### src/rtl/mem_port_arbiter.sv
// Three-way arbiter (fetch / load / store) in front of the single byte-serial memory controller.
// Optional ARB_STATS_EN adds wrapping grant/stall/drop counters.
module mem_port_arbiter #(
  parameter int                ADDR_W       = 32,
  parameter int                STARVE_LIMIT = 4,
  parameter logic [ADDR_W-1:0] IO_BASE      = ADDR_W'(32'h30000)
) (
  input  logic              clk_in,
  input  logic              rst_in,
  input  logic              rdy_in,
  input  logic              clear,
  input  logic              if_req,
  input  logic [ADDR_W-1:0] if_addr,
  output logic              if_done,
  output logic [ADDR_W-1:0] if_data,
  input  logic              ld_req,
  input  logic [ADDR_W-1:0] ld_addr,
  input  logic [2:0]        ld_len,
  output logic              ld_done,
  output logic [ADDR_W-1:0] ld_data,
  input  logic              st_req,
  input  logic [ADDR_W-1:0] st_addr,
  input  logic [2:0]        st_len,
  input  logic [ADDR_W-1:0] st_data,
  output logic              st_done,
  input  logic              io_buffer_full,
  output logic              dn_valid,
  output logic              dn_write,
  output logic [ADDR_W-1:0] dn_addr,
  output logic [2:0]        dn_len,
  output logic [ADDR_W-1:0] dn_wdata,
  input  logic              dn_done,
  input  logic [ADDR_W-1:0] dn_rdata
`ifdef ARB_STATS_EN
  ,
  output logic [31:0]       stat_if_grants,
  output logic [31:0]       stat_ld_grants,
  output logic [31:0]       stat_st_grants,
  output logic [31:0]       stat_io_stall,
  output logic [31:0]       stat_drops
`endif
);

  typedef enum logic [1:0] {IDLE, ISSUE, BUSY, RESP} state_t;
  typedef enum logic [1:0] {OWN_NONE, OWN_IF, OWN_LD, OWN_ST} owner_t;

  state_t            state_q, state_d;
  owner_t            owner_q, owner_d, win;
  logic [3:0]        starve_cnt_q, starve_cnt_d;
  logic              drop_q, drop_d;
  logic              dn_valid_q, dn_valid_d, dn_write_q, dn_write_d;
  logic [ADDR_W-1:0] dn_addr_q, dn_addr_d, dn_wdata_q, dn_wdata_d;
  logic [2:0]        dn_len_q, dn_len_d;
  logic [ADDR_W-1:0] rdata_q, rdata_d, if_data_q, if_data_d, ld_data_q, ld_data_d;
  logic              if_done_q, if_done_d, ld_done_q, ld_done_d, st_done_q, st_done_d;
  logic              io_blocked, st_ok, starved, grant;

  function automatic logic [2:0] norm_len(input logic [2:0] l);
    case (l)
      3'd1:    return 3'd1;
      3'd2:    return 3'd2;
      default: return 3'd4;
    endcase
  endfunction

  function automatic logic [ADDR_W-1:0] len_mask(input logic [2:0] l);
    case (l)
      3'd1:    return ADDR_W'(8'hFF);
      3'd2:    return ADDR_W'(16'hFFFF);
      default: return '1;
    endcase
  endfunction

  assign io_blocked = (st_addr >= IO_BASE) && io_buffer_full;
  assign st_ok      = st_req && !io_blocked;
  assign starved    = if_req && (starve_cnt_q == 4'(STARVE_LIMIT));

  always_comb begin
    win = OWN_NONE;
    if (st_ok)        win = OWN_ST;
    else if (starved) win = OWN_IF;
    else if (ld_req)  win = OWN_LD;
    else if (if_req)  win = OWN_IF;
  end

  // A flush cancels a speculative fetch/load grant, but a store is architecturally committed.
  assign grant = (state_q == IDLE) && (win == OWN_ST || (win != OWN_NONE && !clear));

  always_comb begin
    state_d      = state_q;
    owner_d      = owner_q;
    starve_cnt_d = starve_cnt_q;
    drop_d       = drop_q;
    dn_valid_d   = dn_valid_q;
    dn_write_d   = dn_write_q;
    dn_addr_d    = dn_addr_q;
    dn_len_d     = dn_len_q;
    dn_wdata_d   = dn_wdata_q;
    rdata_d      = rdata_q;
    if_done_d    = if_done_q;
    if_data_d    = if_data_q;
    ld_done_d    = ld_done_q;
    ld_data_d    = ld_data_q;
    st_done_d    = st_done_q;
    if (rdy_in) begin
      dn_valid_d = 1'b0;
      if_done_d  = 1'b0;
      ld_done_d  = 1'b0;
      st_done_d  = 1'b0;
      if (!if_req)                              starve_cnt_d = '0;
      else if (grant && win == OWN_IF)          starve_cnt_d = '0;
      else if (grant && starve_cnt_q != 4'hF)   starve_cnt_d = starve_cnt_q + 4'd1;
      case (state_q)
        IDLE: if (grant) begin
          owner_d    = win;
          state_d    = ISSUE;
          dn_valid_d = 1'b1;
          dn_write_d = (win == OWN_ST);
          case (win)
            OWN_ST: begin dn_addr_d = st_addr; dn_len_d = norm_len(st_len); dn_wdata_d = st_data; end
            OWN_LD: begin dn_addr_d = ld_addr; dn_len_d = norm_len(ld_len); dn_wdata_d = '0; end
            default: begin dn_addr_d = if_addr; dn_len_d = 3'd4; dn_wdata_d = '0; end
          endcase
        end
        ISSUE: begin
          state_d = BUSY;
          if (clear && owner_q != OWN_ST) drop_d = 1'b1;
        end
        BUSY: begin
          if (clear && owner_q != OWN_ST) drop_d = 1'b1;
          if (dn_done) begin
            rdata_d = dn_rdata;
            state_d = RESP;
          end
        end
        RESP: begin
          if (!drop_q) begin
            case (owner_q)
              OWN_IF: begin if_done_d = 1'b1; if_data_d = rdata_q; end
              OWN_LD: begin ld_done_d = 1'b1; ld_data_d = rdata_q & len_mask(dn_len_q); end
              OWN_ST: st_done_d = 1'b1;
              default: ;
            endcase
          end
          drop_d  = 1'b0;
          owner_d = OWN_NONE;
          state_d = IDLE;
        end
      endcase
    end
  end

`ifdef ARB_STATS_EN
  logic [31:0] st_if_q, st_ld_q, st_st_q, st_stall_q, st_drop_q;
  logic [31:0] st_if_d, st_ld_d, st_st_d, st_stall_d, st_drop_d;

  always_comb begin
    st_if_d    = st_if_q    + 32'((rdy_in && grant && win == OWN_IF) ? 1 : 0);
    st_ld_d    = st_ld_q    + 32'((rdy_in && grant && win == OWN_LD) ? 1 : 0);
    st_st_d    = st_st_q    + 32'((rdy_in && grant && win == OWN_ST) ? 1 : 0);
    st_stall_d = st_stall_q + 32'((rdy_in && state_q == IDLE && st_req && io_blocked) ? 1 : 0);
    st_drop_d  = st_drop_q  + 32'((rdy_in && state_q == RESP && drop_q) ? 1 : 0);
  end

  always_ff @(posedge clk_in or posedge rst_in) begin
    if (rst_in) begin
      st_if_q <= '0; st_ld_q <= '0; st_st_q <= '0; st_stall_q <= '0; st_drop_q <= '0;
    end else begin
      st_if_q <= st_if_d; st_ld_q <= st_ld_d; st_st_q <= st_st_d;
      st_stall_q <= st_stall_d; st_drop_q <= st_drop_d;
    end
  end

  assign stat_if_grants = st_if_q;
  assign stat_ld_grants = st_ld_q;
  assign stat_st_grants = st_st_q;
  assign stat_io_stall  = st_stall_q;
  assign stat_drops     = st_drop_q;
`endif

  always_ff @(posedge clk_in or posedge rst_in) begin
    if (rst_in) begin
      state_q      <= IDLE;
      owner_q      <= OWN_NONE;
      starve_cnt_q <= '0;
      drop_q       <= 1'b0;
      dn_valid_q   <= 1'b0;
      dn_write_q   <= 1'b0;
      dn_addr_q    <= '0;
      dn_len_q     <= '0;
      dn_wdata_q   <= '0;
      rdata_q      <= '0;
      if_done_q    <= 1'b0;
      if_data_q    <= '0;
      ld_done_q    <= 1'b0;
      ld_data_q    <= '0;
      st_done_q    <= 1'b0;
    end else begin
      state_q      <= state_d;
      owner_q      <= owner_d;
      starve_cnt_q <= starve_cnt_d;
      drop_q       <= drop_d;
      dn_valid_q   <= dn_valid_d;
      dn_write_q   <= dn_write_d;
      dn_addr_q    <= dn_addr_d;
      dn_len_q     <= dn_len_d;
      dn_wdata_q   <= dn_wdata_d;
      rdata_q      <= rdata_d;
      if_done_q    <= if_done_d;
      if_data_q    <= if_data_d;
      ld_done_q    <= ld_done_d;
      ld_data_q    <= ld_data_d;
      st_done_q    <= st_done_d;
    end
  end

  assign dn_valid = dn_valid_q;
  assign dn_write = dn_write_q;
  assign dn_addr  = dn_addr_q;
  assign dn_len   = dn_len_q;
  assign dn_wdata = dn_wdata_q;
  assign if_done  = if_done_q;
  assign if_data  = if_data_q;
  assign ld_done  = ld_done_q;
  assign ld_data  = ld_data_q;
  assign st_done  = st_done_q;

endmodule

### config.mk
export PLATFORM = sky130hd
export DESIGN_NAME = mem_port_arbiter
export DESIGN_NICKNAME = d
export VERILOG_FILES = /design/src/rtl/mem_port_arbiter.sv
export SDC_FILE = /design/constraint.sdc
export NUM_CORES = 1
export LEC_CHECK = 0
export ABC_AREA = 1
export CAP_MARGIN = 5
export CORE_MARGIN = 5
export CORE_UTILIZATION = 47
export DETAILED_ROUTE_END_ITERATION = 12
export PLACE_DENSITY = 0.86
export SYNTH_ARGS = -nofsm -noshare
export SYNTH_HDL_FRONTEND = slang
export SYNTH_SLANG_ARGS = --single-unit
### constraint.sdc
create_clock -name clk_in -period 12.4 [get_ports clk_in]
set_input_delay 1.24 -clock clk_in [delete_from_list [all_inputs] [get_ports clk_in]]
set_output_delay 1.24 -clock clk_in [all_outputs]
set_load 0.005 [all_outputs]
==> results of run 1 <==
==> power by group <==
part	switching, mW	internal [mW]
Clock	0.235	0.269
Combinational	0.377	0.490
Sequential	0.130	0.821
Total	0.743	1.58
==> state kept, by name, summed over array words and instances, names as in the netlist <==
register,count
dn_len,3
starve_cnt_q,4
state_q,2
if_done,1
dn_wdata,32
st_done,1
owner_q,2
if_data,32
ld_done,1
rdata_q,32
drop_q,1
dn_addr,32
dn_write,1
dn_valid,1
ld_data,32
==> worst max-delay path, stage by stage <==
cell and delay, ns:
clkdlybuf4s50_1 0.44, nor2_1 0.12, nand2_1 0.07, nor2_1 0.10
nand2_1 0.05, nand2_1 0.05, nand2_1 0.44, nand2_1 0.32
nand3_4 0.75, inv_1 0.22, buf_4 0.38, nand2_1 0.19
nand3_1 0.12, nand2_1 0.06
==> layout make-up <==
cell class              count  area share
well taps                 216     0.02372
clock buffers              19     0.03888
clock inverters            13     0.01065
multi-input cells         614      0.2431
inverters                  59     0.01988
repair buffers            314      0.2750
flip-flops and latches    177      0.3888
==> per-layer routing <==
metal	up-vias	track usage	wire, um
li1	3445	-	-
met4	0	0.1098	777
met2	244	0.4074	11520
met5	-	0	0
met3	46	0.06830	1767
met1	3326	0.2904	8767
==> kinds of logic (layout without fill, tap and decap cells) <==
family	count (synthesis)	after routing
and+or+nand+nor	450	450
xor gates and xnor gates	2	2
AOI/OAI and AO/OA	157	157
adders and majority gates	5	5
DFF	177	177
buffers and inverters	108	405
==> path summary, 6_finish.rpt <==
kind,startpoint,end,slack [ns],depth (start not counted)
setup / recovery,st_addr[18],starve_cnt_q[3],8.13,14
hold / removal,dn_addr[27],dn_addr[27],0.48,2
setup reg to reg,state_q[1],ld_data[26],9.47,6
hold reg to reg,dn_addr[27],dn_addr[27],0.48,2
max in group asynchronous,rst_in,ld_data[13],9.51,3
min in group asynchronous,rst_in,dn_wdata[18],1.39,2
==> cells in the final DEF, fill, tap and decap left out, types with 2 or more instances in the layout <==
master           instances
nand3_2                  2
nor2_1                  62
buf_4                    4
inv_1                   55
a21oi_1                 33
nand2_2                  2
nand2_1                325
o21ai_2                 10
ha_1                     5
o21ai_0                 89
o211ai_1                 2
clkinv_4                 2
xor2_1                   2
inv_8                    2
inv_6                    5
nor3_1                  16
clkdlybuf4s50_1        310
nand3_1                 37
o22ai_1                 13
inv_2                    3
dfrtp_1                177
clkbuf_16               17
clkinvlp_4               4
o31ai_1                  8
==> synthesized netlist by cell type <==
cell | number | area (um2)
o22ai_1 | 13 | 81.33
o21ai_0 | 89 | 445.4
buf_6 | 1 | 11.26
a31o_2 | 1 | 8.760
buf_2 | 17 | 85.08
a22o_1 | 1 | 8.760
nand4_1 | 1 | 6.260
or3b_4 | 1 | 11.26
nor2_1 | 62 | 232.7
nor3_2 | 1 | 10.01
inv_1 | 57 | 214.0
buf_4 | 2 | 15.01
nand3_2 | 1 | 10.01
buf_1 | 1 | 3.750
ha_1 | 5 | 62.56
o21ai_2 | 10 | 87.58
a21oi_1 | 33 | 165.2
nor3_1 | 16 | 80.08
dfrtp_1 | 177 | 4429
o31ai_1 | 8 | 60.06
o211ai_1 | 2 | 15.01
nand3_1 | 39 | 195.2
or2_2 | 1 | 6.260
inv_2 | 2 | 7.510
xor2_1 | 2 | 17.52
nand2_1 | 326 | 1224
nor3_4 | 1 | 16.27
nand2_2 | 1 | 6.260
clkbuf_1 | 28 | 105.1
==> through the flow <==
stage	hold WS, ns	util	cells
3_5_place_dp	0.4640	0.6817	1380
3_3_place_gp	0.4621	0.6817	1380
5_1_grt	0.5056	0.7172	1412
4_1_cts	0.4812	0.7172	1412
6_report	0.4797	0.7172	1412
2_1_floorplan	0.4724	-	899
==> impl_metrics.tcl, run 1 <==
set metrics [dict create \
    total_power_mw 2.323 \
    required_ns 12.71 \
    die_w_um 137.3 \
    rsz0062_at_grt "false" \
    ff_latch_area_um2 4429 \
    setup_viol 0 \
    gp_congestion 1.011 \
    drv_cap 0 \
    p_per_area_nw_per_um2 203.9 \
    syn_area_um2 7621 \
    fmax_mhz 234.1 \
    drc 0 \
    worstSkewPairLatency_ns 0.42 \
    vias_per_cell 5.001 \
    finClkSkew_ns 0.01189 \
    worstSetupEndpointType "flop" \
    synth.avg_cell_area_um2 8.477 \
    finalSetupTns_ns 0 \
    hold_viol 0 \
    fin_crit_sh 0.3445 \
    core_area_um2 15890 \
    die_area_um2 18860 \
    timing.slew.headroom 0.2397 \
    syn_inst 899 \
    clock_sinks 177 \
    track_usage 0.2425 \
    cts_setup_buffers 0 \
    multi_input_area_um2 2770 \
    yosysSeqAreaShare 0.5812 \
    nFillCells 1216 \
    cts_tree "built" \
    p_leak_nw 5.296 \
    antenna_found_initial 0 \
    yosysUniqueCellTypes 29 \
    dr_total_vias 7061 \
    antenna_cells 0 \
    crit_type "primary input to flop" \
    wl_per_cell_um 16.17 \
    synth_simple_gate_area_frac 0.2359 \
    ctsResizeCount 0 \
    grt_pass1_vias 6933 \
    synthesis.nets 1079 \
    cts_root_buf "clkbuf_16" \
    ios 311 \
    detail-route-antenna-nets 0 \
    fin_ws_ns 8.128 \
    drive_gt1_frac 0.04933 \
    die_y_um 137.3 \
    htreeDepth 4 \
    period_needed_ns 4.272 \
    ys_warn_count 0 \
    worst_pin_slew_ns 1.140 \
    critPathMaxFanout 102 \
    routed_wl_mm 22.83 \
    synth_compound_area_frac 0.1144 \
    synthXorXnorAreaFrac 0.002298 \
    muxShareOfSynthArea 0 \
    port_buffers 310 \
    hold_class "flop to flop" \
    initial_core_util 0.4798 \
    grt_max_degree 103 \
    grt_pass1_wl_mm 35.38 \
    area.growth.synth_to_final_pct 49.50 \
    numCtsBuffers 17 \
    start_kind "primary input" \
    dp_hpwl_mm 16.73 \
    clkTransAtPathRegs_ns 0.07 \
    hold_buffers 0 \
    row_count 46 \
    drtIter0Drc 368 \
    cts_buffer_depth 2 \
    fin_nets 1363 \
    grt_overflow 0 \
    synth_top_family_by_area "simple AND/OR/NAND/NOR gates" \
    final_cell_area_um2 11390 \
    status "completed" \
    first_pass_iters 5 \
    cp.arrival_ns 4.58 \
    peakVddDrop_mv 0.1010 \
    slew_violations 0 \
    place_area_um2 10830 \
    ys_ff_latch 177 \
    post-place-ws_ns 7.721 \
    synth_fa_ha_area_frac 0.008209 \
]
Note: power is estimated with default switching activity, not from simulation.
==> inputs of run 2 (changes only) <==
CORE_UTILIZATION = 39   (was 47)
PLACE_DENSITY = 0.77   (was 0.86)
clock period = 3.82 ns   (was 12.4 ns; I/O delays follow)
==> impl_metrics.tcl, run 2 (same netlist as run 1, synthesis figures left out) <==
set metrics [dict create \
    status "completed" \
    grt_pass1_vias 6977 \
    start_kind "primary input" \
    routed_wl_mm 22.44 \
    setup_viol 0 \
    worstSetupEndpointType "flop" \
    crit_type "primary input to flop" \
    die_area_um2 22440 \
    hold_viol 0 \
    antenna_cells 0 \
    critPathMaxFanout 38 \
    period_needed_ns 2.492 \
    r2r_slack_ns 1.47 \
    ios 311 \
    peakVddDrop_mv 0.2763 \
    grt_max_degree 178 \
    power.share.switching 0.3179 \
    grt_overflow 0 \
    dp_hpwl_mm 16.28 \
    r2r_end "dn_addr[29]" \
    hold_class "primary input to asynchronous set/reset pin" \
    gp_congestion 0.8710 \
    timing.rr.start "starve_cnt_q[0]" \
    cts_tree "built" \
    p_int_mw 5.204 \
    hold_buffers 0 \
    rsz0062_at_grt "false" \
    core_area_um2 19330 \
    total_power_mw 7.630 \
    fin_nets 1370 \
    first_pass_iters 5 \
    track_usage 0.1993 \
    finClkSkew_ns 0.01196 \
    cts_buffer_depth 2 \
    cp.arrival_ns 2.80 \
    dr_total_vias 6996 \
    p_leak_nw 5.362 \
    worst_pin_slew_ns 1.203 \
    whs_ns 0.3987 \
    p_per_area_nw_per_um2 659.6 \
    timing.slew.headroom 0.1983 \
    drive_gt1_frac 0.05569 \
    placed_cells 1436 \
    finalSetupTns_ns 0 \
    numCtsBuffers 17 \
    area.growth.synth_to_final_pct 51.78 \
    htreeDepth 4 \
    p_sw_mw 2.426 \
    grt_pass1_wl_mm 35.31 \
    die_w_um 149.8 \
    required_ns 4.13 \
    mostFrequentLayoutCells "nand2_1, clkdlybuf4s50_1, dfrtp_1, o21ai_0, nor2_1" \
    die_y_um 149.8 \
    initial_core_util 0.3942 \
    nFillCells 1707 \
    p_comb_frac 0.365 \
    cts_root_buf "clkbuf_16" \
    cts_setup_buffers 0 \
    drtIter0Drc 324 \
    ctsResizeCount 0 \
    drc 0 \
    detail-route-antenna-nets 0 \
    fin_cells 1468 \
    layout_commonest_cell "nand2_1" \
    port_buffers 310 \
    clkTransAtPathRegs_ns 0.08 \
    row_count 51 \
    power_frac_seq 0.403 \
    power.share.clock 0.232 \
    drv_cap 0 \
    wl_per_cell_um 15.29 \
    antenna_found_initial 0 \
    fin_crit_sh 0.6523 \
    fmax_mhz 401.3 \
    clock_sinks 177 \
    slew_violations 0 \
    vias_per_cell 4.766 \
    multi_input_area_um2 2770 \
    worstSkewPairLatency_ns 0.42 \
    ff_latch_area_um2 4429 \
    r2r_cells 10 \
]
-- run 2: changes by cell type in the layout (fill, tap and decap cells not counted) --
cell | before | now
buf_12 | 0 | 1
buf_4 | 4 | 10
bufinv_16 | 0 | 1
clkbuf_1 | 1 | 0
clkbuf_8 | 1 | 0
clkinv_2 | 0 | 1
clkinv_4 | 2 | 0
clkinv_8 | 1 | 4
clkinvlp_4 | 4 | 2
inv_6 | 5 | 4
inv_8 | 2 | 4
-- run 2: layout make-up --
class	instances	area share
Sequential cell	177	0.3829
Multi-Input combinational cell	614	0.2395
Tap cell	265	0.02866
Timing Repair Buffer	321	0.2765
Inverter	59	0.01947
Clock buffer	17	0.03678
Clock inverter	15	0.01623
-- run 2: worst max path at each step --
stage	start	to	slack, ns	cells after the start
after floorplan	rst_in	dn_addr[0]	1.17	1
after global placement	st_addr[31]	starve_cnt_q[2]	0.94	13
after detailed placement	st_addr[20]	starve_cnt_q[0]	0.90	13
after CTS	st_addr[20]	starve_cnt_q[0]	1.36	13
after global routing	st_addr[27]	starve_cnt_q[0]	1.03	13
final	st_addr[31]	starve_cnt_q[0]	1.33	13
-- run 2: through the flow --
step | worst slack (ns) | utilization | instance area (um2)
2_1_floorplan | 1.171 | - | 7625
3_3_place_gp | 0.9442 | 0.5666 | 10950
3_5_place_dp | 0.8997 | 0.5666 | 10950
4_1_cts | 1.362 | 0.5983 | 11570
5_1_grt | 1.034 | 0.5983 | 11570
6_report | 1.328 | 0.5983 | 11570
-- run 2: worst max-delay path: stages --
cell	delay [ns]
clkdlybuf4s50_1	0.42
nor2_1	0.13
nand2_1	0.07
nor2_1	0.12
nand2_1	0.06
nand2_1	0.05
nand2_1	0.08
nand2_1	0.13
nand3_4	0.07
inv_1	0.80
nand2_1	0.25
nand3_1	0.18
nand2_1	0.06
-- run 2: power groups by stage --
stage	logic [mW]	clock network [mW]	registers [mW]
2_1_floorplan	1.01	0	3.11
3_3_place_gp	2.76	0	3.07
3_5_place_dp	2.83	0	3.09
4_1_cts	2.84	1.82	3.07
5_1_grt	3.08	1.89	3.17
6_report	2.79	1.77	3.07
-- run 2: layer usage --
| metal | vias up | wire (um) | global-route usage |
|---|---|---|---|
| li1 | 3456 | - | - |
| met1 | 3239 | 9000 | 0.2397 |
| met2 | 258 | 11060 | 0.3403 |
| met5 | - | 0 | 0 |
| met3 | 43 | 1782 | 0.05936 |
| met4 | 0 | 599 | 0.07182 |
==> inputs of run 3 (changes only) <==
CORE_UTILIZATION = 43   (was 39)
PLACE_DENSITY = 0.8   (was 0.77)
clock period = 2.5 ns   (was 3.82 ns; I/O delays follow)
==> impl_metrics.tcl, run 3 (same netlist as run 1, synthesis figures left out) <==
set metrics [dict create \
    status "completed" \
    grt_overflow 0 \
    power.share.clock 0.219 \
    drc 0 \
    area.growth.synth_to_final_pct 51.78 \
    numCtsBuffers 17 \
    cts_setup_buffers 0 \
    vias_per_cell 4.893 \
    p_sw_mw 3.677 \
    finClkSkew_ns 0.01228 \
    initial_core_util 0.4391 \
    fin_ws_ns 0.5829 \
    dr_total_vias 7017 \
    power_frac_seq 0.408 \
    hold_viol 0 \
    slew_violations 0 \
    worstSkewPairLatency_ns 0.43 \
    p_int_mw 7.864 \
    max_stage_delay_ns 0.42 \
    drive_gt1_frac 0.05955 \
    worstSetupEndpointType "flop" \
    mostFrequentLayoutCells "nand2_1, clkdlybuf4s50_1, dfrtp_1, o21ai_0, nor2_1" \
    timing.slew.headroom 0.5045 \
    critPathMaxFanout 37 \
    layout_commonest_cell "nand2_1" \
    die_area_um2 20490 \
    die_y_um 143.1 \
    row_count 48 \
    nFillCells 1460 \
    fin_cells 1434 \
    fmax_mhz 521.6 \
    detail-route-antenna-nets 0 \
    setup_viol 0 \
    crit_family "buffers and inverters" \
    cts_buffer_depth 2 \
    wl_per_cell_um 15.95 \
    p_per_area_nw_per_um2 997.7 \
    gp_congestion 0.9207 \
    cp_common_cell "nand2_1" \
    peakVddDrop_mv 0.6002 \
    period_needed_ns 1.917 \
    worst_pin_slew_ns 0.7433 \
    power.share.switching 0.3186 \
    crit_chain "clkdlybuf4s50_1 > nor2_1 > nand2_1 > nor2_1 > nand2_1 > nand2_1 > nand2_1 > nand2_1 > nand3_4 > inv_1 > buf_4 > o21ai_0 > o21ai_0" \
    clock_sinks 177 \
    cts_root_buf "clkbuf_16" \
    start_kind "primary input" \
    grt_pass1_vias 6858 \
    ctsResizeCount 0 \
    core_area_um2 17360 \
    antenna_found_initial 0 \
    htreeDepth 4 \
    dp_hpwl_mm 16.89 \
    port_buffers 310 \
    grt_pass1_wl_mm 35.78 \
    first_pass_iters 5 \
    clkTransAtPathRegs_ns 0.06 \
    crit_type "primary input to flop" \
    fin_nets 1376 \
    cp.arrival_ns 2.26 \
    hold_class "primary input to asynchronous set/reset pin" \
    cts_tree "built" \
    antenna_cells 0 \
    post-place-ws_ns 0.1598 \
    ios 311 \
    drv_cap 0 \
    routed_wl_mm 22.88 \
    cp_slowest_cell "clkdlybuf4s50_1" \
    rsz0062_at_grt "false" \
    hold_buffers 0 \
    p_leak_nw 5.396 \
    required_ns 2.84 \
    placed_cells 1402 \
    p_comb_frac 0.373 \
    grt_max_degree 121 \
    fin_crit_sh 0.7668 \
    critPathBufInv 3 \
    drtIter0Drc 417 \
    track_usage 0.2216 \
    whs_ns 0.3715 \
    die_w_um 143.1 \
]
run 3: cell types whose count changed in the layout (fill, tap and decap cells not counted), sizes merged:
cell / delta
bufinv: -1
clkbuf: +1
buf: +6
clkinv: +1
clkinvlp: -1
run 3: final cells by class:
type / instances / area, um2 / area share
Sequential cell: 177 / 4429 / 0.3829
Timing Repair Buffer: 327 / 3293 / 0.2847
Multi-Input combinational cell: 614 / 2770 / 0.2395
Clock buffer: 18 / 429.2 / 0.03710
Tap cell: 225 / 281.5 / 0.02434
Inverter: 59 / 225.2 / 0.01947
Clock inverter: 14 / 138.9 / 0.01201
run 3: power by group through the flow:
stage	clock (mW)	combinational (mW)	sequential (mW)
floorplan	0	1.54	4.75
global placement	0	4.25	4.70
detailed placement	0	4.37	4.73
CTS	2.58	4.38	4.71
global route	2.69	4.76	4.85
finish	2.53	4.30	4.71
run 3: worst paths after layout:
check                       startpoint            to  slack [ns]  cells past startpoint
max reg2reg                 state_q[1]   ld_data[26]        0.61                      6
max in group asynchronous       rst_in    dn_addr[0]        1.55                      3
min reg2reg                dn_addr[29]   dn_addr[29]        0.48                      2
min                             rst_in  dn_wdata[25]        0.37                      3
max                        st_addr[26]     dn_len[2]        0.58                     13
min in group clk_in        st_data[29]  dn_wdata[29]        0.39                      3
run 3: stage by stage:
stage	cell area (um2)	utilization	power, mW	TNS, ns
2_1_floorplan	7625	-	6.295	-2.943
3_3_place_gp	11000	0.6337	8.947	0
3_5_place_dp	11000	0.6337	9.099	0
4_1_cts	11570	0.6665	11.67	0
5_1_grt	11570	0.6665	12.30	0
6_report	11570	0.6665	11.54	0
run 3: worst reg2reg max path, delay by kind of cell (launching register included):
| kind | cells | cell delay (ns) |
|---|---|---|
| AO/OA/AOI/OAI | 1 | 0.23 |
| adder cells (fa/ha/maj) | 1 | 0.21 |
| buffers and inverters | 1 | 0.11 |
| flip-flops | 1 | 0.40 |
| AND/OR/NAND/NOR | 3 | 0.84 |
run 3: routing by layer:
metal  up-vias  wire length [um]  GRT usage
met5         -                 0          0
met4         0               424    0.06953
met3        28              1548    0.04990
met2       241             11730     0.3885
met1      3272              9173     0.2725
li1       3476                 -          -
